[config.mk]
export PLATFORM = sky130hd
export DESIGN_NAME = alu_cmd_driver
export DESIGN_NICKNAME = d
export VERILOG_FILES = /design/src/rtl/alu_cmd_driver.sv
export SDC_FILE = /design/constraint.sdc
export NUM_CORES = 1
export LEC_CHECK = 0
export CAP_MARGIN = 20
export CORE_MARGIN = 3
export CORE_UTILIZATION = 29
export CTS_CLUSTER_SIZE = 40
export DETAILED_ROUTE_END_ITERATION = 7
export HOLD_SLACK_MARGIN = 0.03
export PLACE_DENSITY = 0.48
export SETUP_SLACK_MARGIN = 0.05
export SYNTH_ARGS = -nofsm -noshare
export SYNTH_HDL_FRONTEND = slang
export SYNTH_SLANG_ARGS = --single-unit
export TNS_END_PERCENT = 5
[constraint.sdc]
create_clock -name clk -period 4 [get_ports clk]
set_input_delay 0.8 -clock clk [delete_from_list [all_inputs] [get_ports clk]]
set_output_delay 0.8 -clock clk [all_outputs]
set_load 0.03 [all_outputs]
[src/rtl/alu_cmd_driver.sv]
// Buffers ALU commands in a FIFO, drives one at a time into the ALU and returns each result.
// Define ALU_CMD_DRIVER_OPCOUNT_EN to build the saturating completed-operation counter.
module alu_cmd_driver #(
    parameter int unsigned WIDTH   = 40,
    parameter int unsigned SEL_W   = 5,
    parameter int unsigned DEPTH   = 4,
    parameter int unsigned ALU_LAT = 2
) (
    input  logic             clk,
    input  logic             rst,
    input  logic             req_valid,
    output logic             req_ready,
    input  logic [WIDTH-1:0] req_a,
    input  logic [WIDTH-1:0] req_b,
    input  logic [SEL_W-1:0] req_s,
    output logic [WIDTH-1:0] alu_a,
    output logic [WIDTH-1:0] alu_b,
    output logic [SEL_W-1:0] alu_s,
    input  logic [WIDTH-1:0] alu_out,
    output logic             rsp_valid,
    input  logic             rsp_ready,
    output logic [WIDTH-1:0] rsp_data,
    output logic [SEL_W-1:0] rsp_s,
    output logic             busy,
    output logic [15:0]      op_count
);

    localparam int unsigned AW = $clog2(DEPTH);
    localparam int unsigned CW = $clog2(ALU_LAT + 1);
    localparam int unsigned EW = 2 * WIDTH + SEL_W;

    typedef enum logic [1:0] {StIdle, StWait, StResp} state_e;

    logic [EW-1:0]    mem [DEPTH];
    logic [AW:0]      wr_ptr_q, rd_ptr_q;
    logic             full, empty, push, pop;
    logic [EW-1:0]    head;

    state_e           state_q, state_d;
    logic [CW-1:0]    cnt_q, cnt_d;
    logic [WIDTH-1:0] alu_a_q, alu_a_d, alu_b_q, alu_b_d;
    logic [SEL_W-1:0] alu_s_q, alu_s_d, rsp_s_q, rsp_s_d;
    logic [WIDTH-1:0] rsp_data_q, rsp_data_d;
    logic             rsp_valid_q, rsp_valid_d;

    // Extra pointer bit distinguishes full from empty when the indices match.
    assign empty = (wr_ptr_q == rd_ptr_q);
    assign full  = (wr_ptr_q[AW] != rd_ptr_q[AW]) && (wr_ptr_q[AW-1:0] == rd_ptr_q[AW-1:0]);
    assign push  = req_valid && !full;
    assign head  = mem[rd_ptr_q[AW-1:0]];

    always_ff @(posedge clk) begin
        if (push) begin
            mem[wr_ptr_q[AW-1:0]] <= {req_a, req_b, req_s};
        end
    end

    always_ff @(posedge clk) begin
        if (rst) begin
            wr_ptr_q <= '0;
            rd_ptr_q <= '0;
        end else begin
            if (push) wr_ptr_q <= wr_ptr_q + (AW+1)'(1);
            if (pop)  rd_ptr_q <= rd_ptr_q + (AW+1)'(1);
        end
    end

    always_ff @(posedge clk) begin
        if (rst) begin
            state_q     <= StIdle;
            cnt_q       <= '0;
            alu_a_q     <= '0;
            alu_b_q     <= '0;
            alu_s_q     <= '0;
            rsp_s_q     <= '0;
            rsp_data_q  <= '0;
            rsp_valid_q <= 1'b0;
        end else begin
            state_q     <= state_d;
            cnt_q       <= cnt_d;
            alu_a_q     <= alu_a_d;
            alu_b_q     <= alu_b_d;
            alu_s_q     <= alu_s_d;
            rsp_s_q     <= rsp_s_d;
            rsp_data_q  <= rsp_data_d;
            rsp_valid_q <= rsp_valid_d;
        end
    end

    always_comb begin
        state_d     = state_q;
        cnt_d       = cnt_q;
        alu_a_d     = alu_a_q;
        alu_b_d     = alu_b_q;
        alu_s_d     = alu_s_q;
        rsp_s_d     = rsp_s_q;
        rsp_data_d  = rsp_data_q;
        rsp_valid_d = rsp_valid_q;
        pop         = 1'b0;
        unique case (state_q)
            StIdle: begin
                if (!empty) begin
                    pop     = 1'b1;
                    alu_a_d = head[EW-1 -: WIDTH];
                    alu_b_d = head[SEL_W +: WIDTH];
                    alu_s_d = head[SEL_W-1:0];
                    rsp_s_d = head[SEL_W-1:0];
                    cnt_d   = CW'(ALU_LAT);
                    state_d = StWait;
                end
            end
            StWait: begin
                if (cnt_q == CW'(1)) begin
                    rsp_data_d  = alu_out;
                    rsp_valid_d = 1'b1;
                    state_d     = StResp;
                end else begin
                    cnt_d = cnt_q - CW'(1);
                end
            end
            StResp: begin
                if (rsp_ready) begin
                    rsp_valid_d = 1'b0;
                    state_d     = StIdle;
                end
            end
            default: state_d = StIdle;
        endcase
    end

    assign req_ready = !full;
    assign alu_a     = alu_a_q;
    assign alu_b     = alu_b_q;
    assign alu_s     = alu_s_q;
    assign rsp_valid = rsp_valid_q;
    assign rsp_data  = rsp_data_q;
    assign rsp_s     = rsp_s_q;
    assign busy      = (state_q != StIdle) || !empty;

`ifdef ALU_CMD_DRIVER_OPCOUNT_EN
    logic [15:0] op_count_q;
    logic        done;

    assign done = (state_q == StResp) && rsp_ready;

    always_ff @(posedge clk) begin
        if (rst) begin
            op_count_q <= '0;
        end else if (done && (op_count_q != 16'hFFFF)) begin
            op_count_q <= op_count_q + 16'd1;
        end
    end

    assign op_count = op_count_q;
`else
    assign op_count = 16'h0;
`endif

endmodule

== After elaboration in Yosys (flattened, before gate mapping) ==
Memories as Yosys holds them, arrays and structs flattened. A register that Yosys moved wholly into a read port is not among the register bits.
Cells that the tools add are included.

* Flip-flop bits (word level): 51
* Memory bits (writable): 340
* Input port bits: 129
* Logic and storage cells: 49
* Memories kept: 1

* $add $sub $neg: 3
* Equal/unequal tests: 10
* Muxes and demuxes: 14
* Bitwise gates (word level): 1
* Reductions and logical operators: 14

{| class="wikitable"
|+ Memory list
! memory !! words !! width !! rd ports !! clocked after Yosys merged registers in !! write ports !! RTL line !! RTL
|-
| mem || 4 || 85 || 1 || 1 || 1 || 34 || <nowiki>logic [EW-1:0] mem [DEPTH];</nowiki>
|}

{| class="wikitable"
|+ Operators by type and width
! operator !! count
|-
| 2-bit 2-to-1 mux || 5
|-
| 3-bit AND reduction || 3
|-
| 2-bit != test, second input constant || 4
|-
| 3-bit by 1-bit adder with 3-bit output, second input constant || 2
|-
| 1-bit 2-to-1 mux || 6
|-
| 2-bit case mux with 3 select lines || 1
|-
| 2-bit nonzero test || 3
|-
| 2-bit by 1-bit == test with 1-bit output, second input constant || 2
|-
| 2-bit case mux with 2 select lines || 1
|-
| 2-bit AND reduction || 2
|-
| 3-bit == test || 1
|-
| 2-bit == test || 1
|-
| 2-bit == test, second input constant || 1
|-
| 1-bit logical AND || 2
|-
| 1-bit logical NOT || 2
|-
| 2-bit logical NOT || 1
|-
| 1-bit case mux with 2 select lines || 1
|-
| 2-bit by 1-bit subtractor with 2-bit output, second input constant || 1
|-
| 1-bit logical OR || 1
|-
| 1-bit != test || 1
|-
| 1-bit NOT || 1
|}

== Longest topological paths before layout ==
* Depth after elaboration: 6
* Mapped depth: 7
* Depth with buffers taken out: 5

== Worst setup path after synthesis ==
OpenSTA, ideal clock, no wires.

* Path type: reg-to-reg
* Start: register rd_ptr_q[1]
* End: memory mem[0][0] (netlist bit) (enable)
* Setup time: 0.453 ns
* Arrival: 3.043 ns
* Required time: 3.547 ns
* Path slack: 0.504 ns
* Cell stages (with the launch flop): 5
* Period minus slack after synthesis: 3.496 ns
* Path through: dfxtp_1 buf_2 xor2_2 o31a_1 and2_1

* Cells in the longest elaborated chain, start to end: 6

{| class="wikitable"
|+ RTL lines
! what !! RTL line !! RTL
|-
| start, declared || 35 || <nowiki>logic [AW:0] wr_ptr_q, rd_ptr_q;</nowiki>
|-
| start signal, assigned || 64 || <nowiki>if (pop) rd_ptr_q <= rd_ptr_q + (AW+1)'(1);</nowiki>
|-
| 2-bit == test || 48 || <nowiki>assign full = (wr_ptr_q[AW] != rd_ptr_q[AW]) && (wr_ptr_q[AW-1:0] == rd_ptr_q[AW-1:0]);</nowiki>
|-
| 1-bit logical AND || 48 ||
|-
| 1-bit logical NOT || 49 || <nowiki>assign push = req_valid && !full;</nowiki>
|-
| 1-bit logical AND || 49 ||
|-
| 1-bit 2-to-1 mux || 53 || <nowiki>if (push) begin</nowiki>
|-
| 1-bit 2-to-1 mux (not written as such) || 54 || <nowiki>mem[wr_ptr_q[AW-1:0]] <= {req_a, req_b, req_s};</nowiki>
|-
| end, declared || 34 ||
|}

No other way between the ends.

== Worst setup path after layout ==
* Start: register rd_ptr_q[0]
* End: output busy

* Cells in the longest elaborated chain, start to end: 3

{| class="wikitable"
|+ RTL lines
! what !! RTL line !! RTL
|-
| 3-bit == test || 47 || <nowiki>assign empty = (wr_ptr_q == rd_ptr_q);</nowiki>
|-
| 1-bit logical NOT || 138 || <nowiki>assign busy = (state_q != StIdle) || !empty;</nowiki>
|-
| 1-bit logical OR || 138 ||
|-
| end, declared || 24 || <nowiki>output logic busy,</nowiki>
|}

No other way between the ends.

==> summary.txt <==
CLOCKING
--------------------------------------------------------------------------------------
CTS clock-pin slew for the worst setup and hold paths ...................      0.05 ns
Clock root buffer master ................................................    clkbuf_16
H-tree depth reported by CTS ............................................            2
TritonCTS clock tree ....................................................         done
Source-to-sink clock delay at the later pin of the worst-skew pair ......      0.58 ns
Clk buf depth ...........................................................            3
Count of clock tree sinks ...............................................          476
CTS hold repair buffers .................................................            0
Number of buffers created by CTS ........................................           53
Number of buffers inserted by post-CTS setup repair .....................            0
PostCTS Resize Cnt ......................................................            0

POWER AND IR DROP
--------------------------------------------------------------------------------------
Fraction of power consumed by sequential logic ..........................        39.8%
Leakage power of the design .............................................      7.84 nW
Power density over the cells ............................................   704 mW/mm2
Gate power share ........................................................        30.5%
Clock power frac ........................................................        29.7%
Worst-case vdd ir drop ..................................................       722 uV
Switching portion of total power ........................................        31.4%
Net switching power .....................................................    0.00508 W
Cell internal power dissipation .........................................     0.0111 W

CRITICAL PATH
--------------------------------------------------------------------------------------
Endpoint of the most critical setup path ................................         busy
CP Data Required Time ...................................................      3.20 ns
Reg-to-reg setup timing slack ...........................................      1.42 ns
Kind of capture point of the worst setup path ...........................  output port
Highest-delay cell along the critical path .............................. clkdlybuf4s50_1
Beginning of the worst register-to-register path ........................ rd_ptr_q[0]$_SDFFE_PP0P_
Critical Path Source Type ...............................................         flop
Classification of the worst setup path ..................................   reg -> out
Bufs and invs on worst path .............................................            1
Maximum cell stage delay along the critical path ........................      0.69 ns
Crit path max fanout ....................................................           22
Levels on crit path .....................................................            4
Timing startpoint of the critical path .................................. rd_ptr_q[0]$_SDFFE_PP0P_
Family with the most delay on the worst path ............................ buffers and inverters
Crit path arrival time ..................................................      2.59 ns
Reg-to-reg critical path endpoint ....................................... mem[3][48]$_DFFE_PP_
Critical path, cell by cell ............................................. xor2_2 -> nor3_1 -> nand2_1 -> clkdlybuf4s50_1
Cells on worst reg2reg path .............................................            4

TIMING
--------------------------------------------------------------------------------------
Max Clock Skew ..........................................................    0.0132 ns
Highest clock frequency the design can meet .............................      295 MHz
Unrepaired setup endpoints after global routing .........................           no
Slew at the pin closest to its max-slew limit ...........................     0.962 ns
Final count of negative-setup-slack endpoints ...........................            0
Post-Route Setup TNS ....................................................         0 ns
Final count of pins violating max slew ..................................            0
Hold violation total from the final report ..............................            0
WHS .....................................................................     0.452 ns
Post-layout minimum cycle time ..........................................      3.39 ns
Max transition margin ...................................................        35.9%
Share of the clock period used by the worst path ........................        84.6%

DIE
--------------------------------------------------------------------------------------
Number of rows created at floorplan .....................................           90
Number of top-level pins ................................................          278
Die Ht ..................................................................       253 um
Initial standard-cell utilization of the core ...........................        29.4%
Total Die Area ..........................................................   0.0642 mm2
Area of the core ........................................................   0.0605 mm2
Horizontal die dimension ................................................       253 um

SYNTHESIS
--------------------------------------------------------------------------------------
Dominant cells by area after synthesis .................................. edfxtp_1, dfxtp_1, mux4_2
Count of warnings emitted by yosys ......................................            0
Netlist Area Pre-Place ..................................................   0.0178 mm2
Area fraction of the dominant cell type after synthesis .................        57.5%
Dominant cell type by area after synthesis ..............................     edfxtp_1
Number of distinct standard cells referenced by the synthesized netlist .           40
Top_reg_cell synth ......................................................     edfxtp_1
Mean Syn Cell Area ......................................................     16.4 um2
Cells after Synth .......................................................         1084
Number of enable-type register cells in the synthesized netlist .........          340
Sequential fraction of the synthesis area ...............................        72.8%
Asr flop ratio synth ....................................................           0%
Number of flip-flops and latches in the synthesized netlist .............          476

DRT
--------------------------------------------------------------------------------------
Post-DRT Antenna Nets ...................................................            0
Post-detailed-routing wire length .......................................     41300 um
Mean routed wirelength per cell .........................................      19.0 um
Drt via density .........................................................         4.45
First-pass DRT Iterations ...............................................            6
Drt initial violations ..................................................          480
DRC viols ...............................................................            0
Total number of vias ....................................................         9684

PLACED DESIGN
--------------------------------------------------------------------------------------
Routability Congestion ..................................................        0.716
Final HPWL from detailed placement ......................................     25200 um
Port bufs ...............................................................          261

MIN PATH
--------------------------------------------------------------------------------------
Hold crit path type .....................................................   reg -> reg
Min-delay src ........................................................... rsp_data[29]$_SDFFE_PP0P_

GRT
--------------------------------------------------------------------------------------
Vias in the first global route ..........................................        10300
Overall overflow remaining after global route ...........................            0
Tot GR Track Use ........................................................        12.8%
Global-route wire length before repair ..................................     62500 um
Number of antenna violations at the first check in global routing .......            3
Largest net degree at the start of global routing .......................           87

FINAL LAYOUT
--------------------------------------------------------------------------------------
Filler cell count .......................................................         5688
Utilization of the core after routing ...................................        38.0%
Share of post-route cells with drive strength above 1 ...................        14.0%
# nets final ............................................................         1484
Multi-input combinational cell area .....................................  0.00442 mm2
Total area of sequential cells ..........................................   0.0129 mm2
Layout area overhead ....................................................        29.5%

JOB
--------------------------------------------------------------------------------------
Max-cap violations ......................................................            0

RUN STATUS
--------------------------------------------------------------------------------------
Outcome ................................................................. finished, final reports clean

-- per-layer routing --
metal	global-route usage [%]	wire length (um)
met1	16.0	17700
met2	21.9	20200
met3	3.74	2720
met4	3.10	675
met5	0	27
-- cell usage after synthesis (2+ instances only) --
cell type	instances
a21oi_1	43
o31a_1	2
nor2_1	8
edfxtp_1	340
mux2i_1	87
clkbuf_1	33
buf_4	30
and2_1	4
ha_1	6
or3_1	2
mux4_2	85
mux2_1	2
inv_1	6
buf_2	16
xor2_2	2
nand2_1	255
dfxtp_1	136
buf_1	5
-- through the flow --
step / area, um2 / power, W / worst slack (ns) / instances
final: 23000 / 0.0162 / 0.615 / 2176
after global routing: 23000 / 0.0170 / 0.403 / 2175
after CTS: 23000 / 0.0166 / 0.492 / 2174
after detailed placement: 21200 / 0.0116 / 1.13 / 2076
after global placement: 21200 / 0.0116 / 1.13 / 2076
after floorplan: 17800 / 0.00977 / 0.504 / 1099
-- power by group through the flow --
stage               combinational [W]  sequential, W  clock (W)
finish                        0.00493        0.00645    0.00480
global route                  0.00530        0.00655    0.00520
CTS                           0.00509        0.00648    0.00501
detailed placement            0.00507        0.00658          0
global placement              0.00506        0.00656          0
floorplan                     0.00240        0.00737          0
-- final cells by class --
type,instances,area share [%]
well taps,782,4.26
inverters,6,0.120
flip-flops and latches,476,56.3
repair buffers,279,12.5
clock inverters,29,1.34
clock buffers,69,6.21
diodes,2,0.0218
multi-input cells,533,19.2
-- kinds of logic (layout without fill, tap and decap cells) --
logic type               Yosys count  in the layout  share of synthesized area, %
flip-flops                       476            476                          72.8
adder cells (fa/ha/maj)            6              6                         0.423
XOR/XNOR                           4              4                         0.282
other                              1             18                        0.0211
AO/OA/AOI/OAI                     55             55                          1.85
AND/OR/NAND/NOR                  278            278                          6.14
buffers and inverters             90            383                          2.65
multiplexers                     174            174                          15.8
-- worst min path at each step --
stage                                 to  slack, ns  cells after the start
6_report       rsp_data[29]$_SDFFE_PP0P_       0.45                      2
5_1_grt            alu_a[8]$_SDFFE_PP0P_       0.47                      2
4_1_cts        rsp_data[29]$_SDFFE_PP0P_       0.45                      2
3_5_place_dp   rsp_data[29]$_SDFFE_PP0P_       0.45                      2
3_3_place_gp       alu_b[3]$_SDFFE_PP0P_       0.44                      2
2_1_floorplan      cnt_q[1]$_SDFFE_PP0P_       0.45                      2
-- tightest hold or removal path, delay by kind of cell (launching register included) --
kind            cells  cell delay, ns
compound gates      1            0.05
flops               1            0.30
simple gates        1            0.05
-- placed cells by master, fill, tap and decap left out, drive strengths merged, types with 4 or more instances in the layout --
master and instances:
mux4 85, clkinv 16, and2 4, mux2i 87, clkinvlp 6, inv 8
dfxtp 136, a21oi 43, nand2 255, nor2 8, clkbuf 69, clkdlybuf4s50 260
ha 6, buf 19, edfxtp 340, conb 16, bufinv 5
-- state kept, by name (all words and copies together) (netlist names) --
register and count:
cnt_q 2, rd_ptr_q 3, rsp_data 40, state_q 2, wr_ptr_q 3, alu_a 40
rsp_valid 1, alu_b 40, mem 340, rsp_s 5
Power figures use the tool's default switching activity.
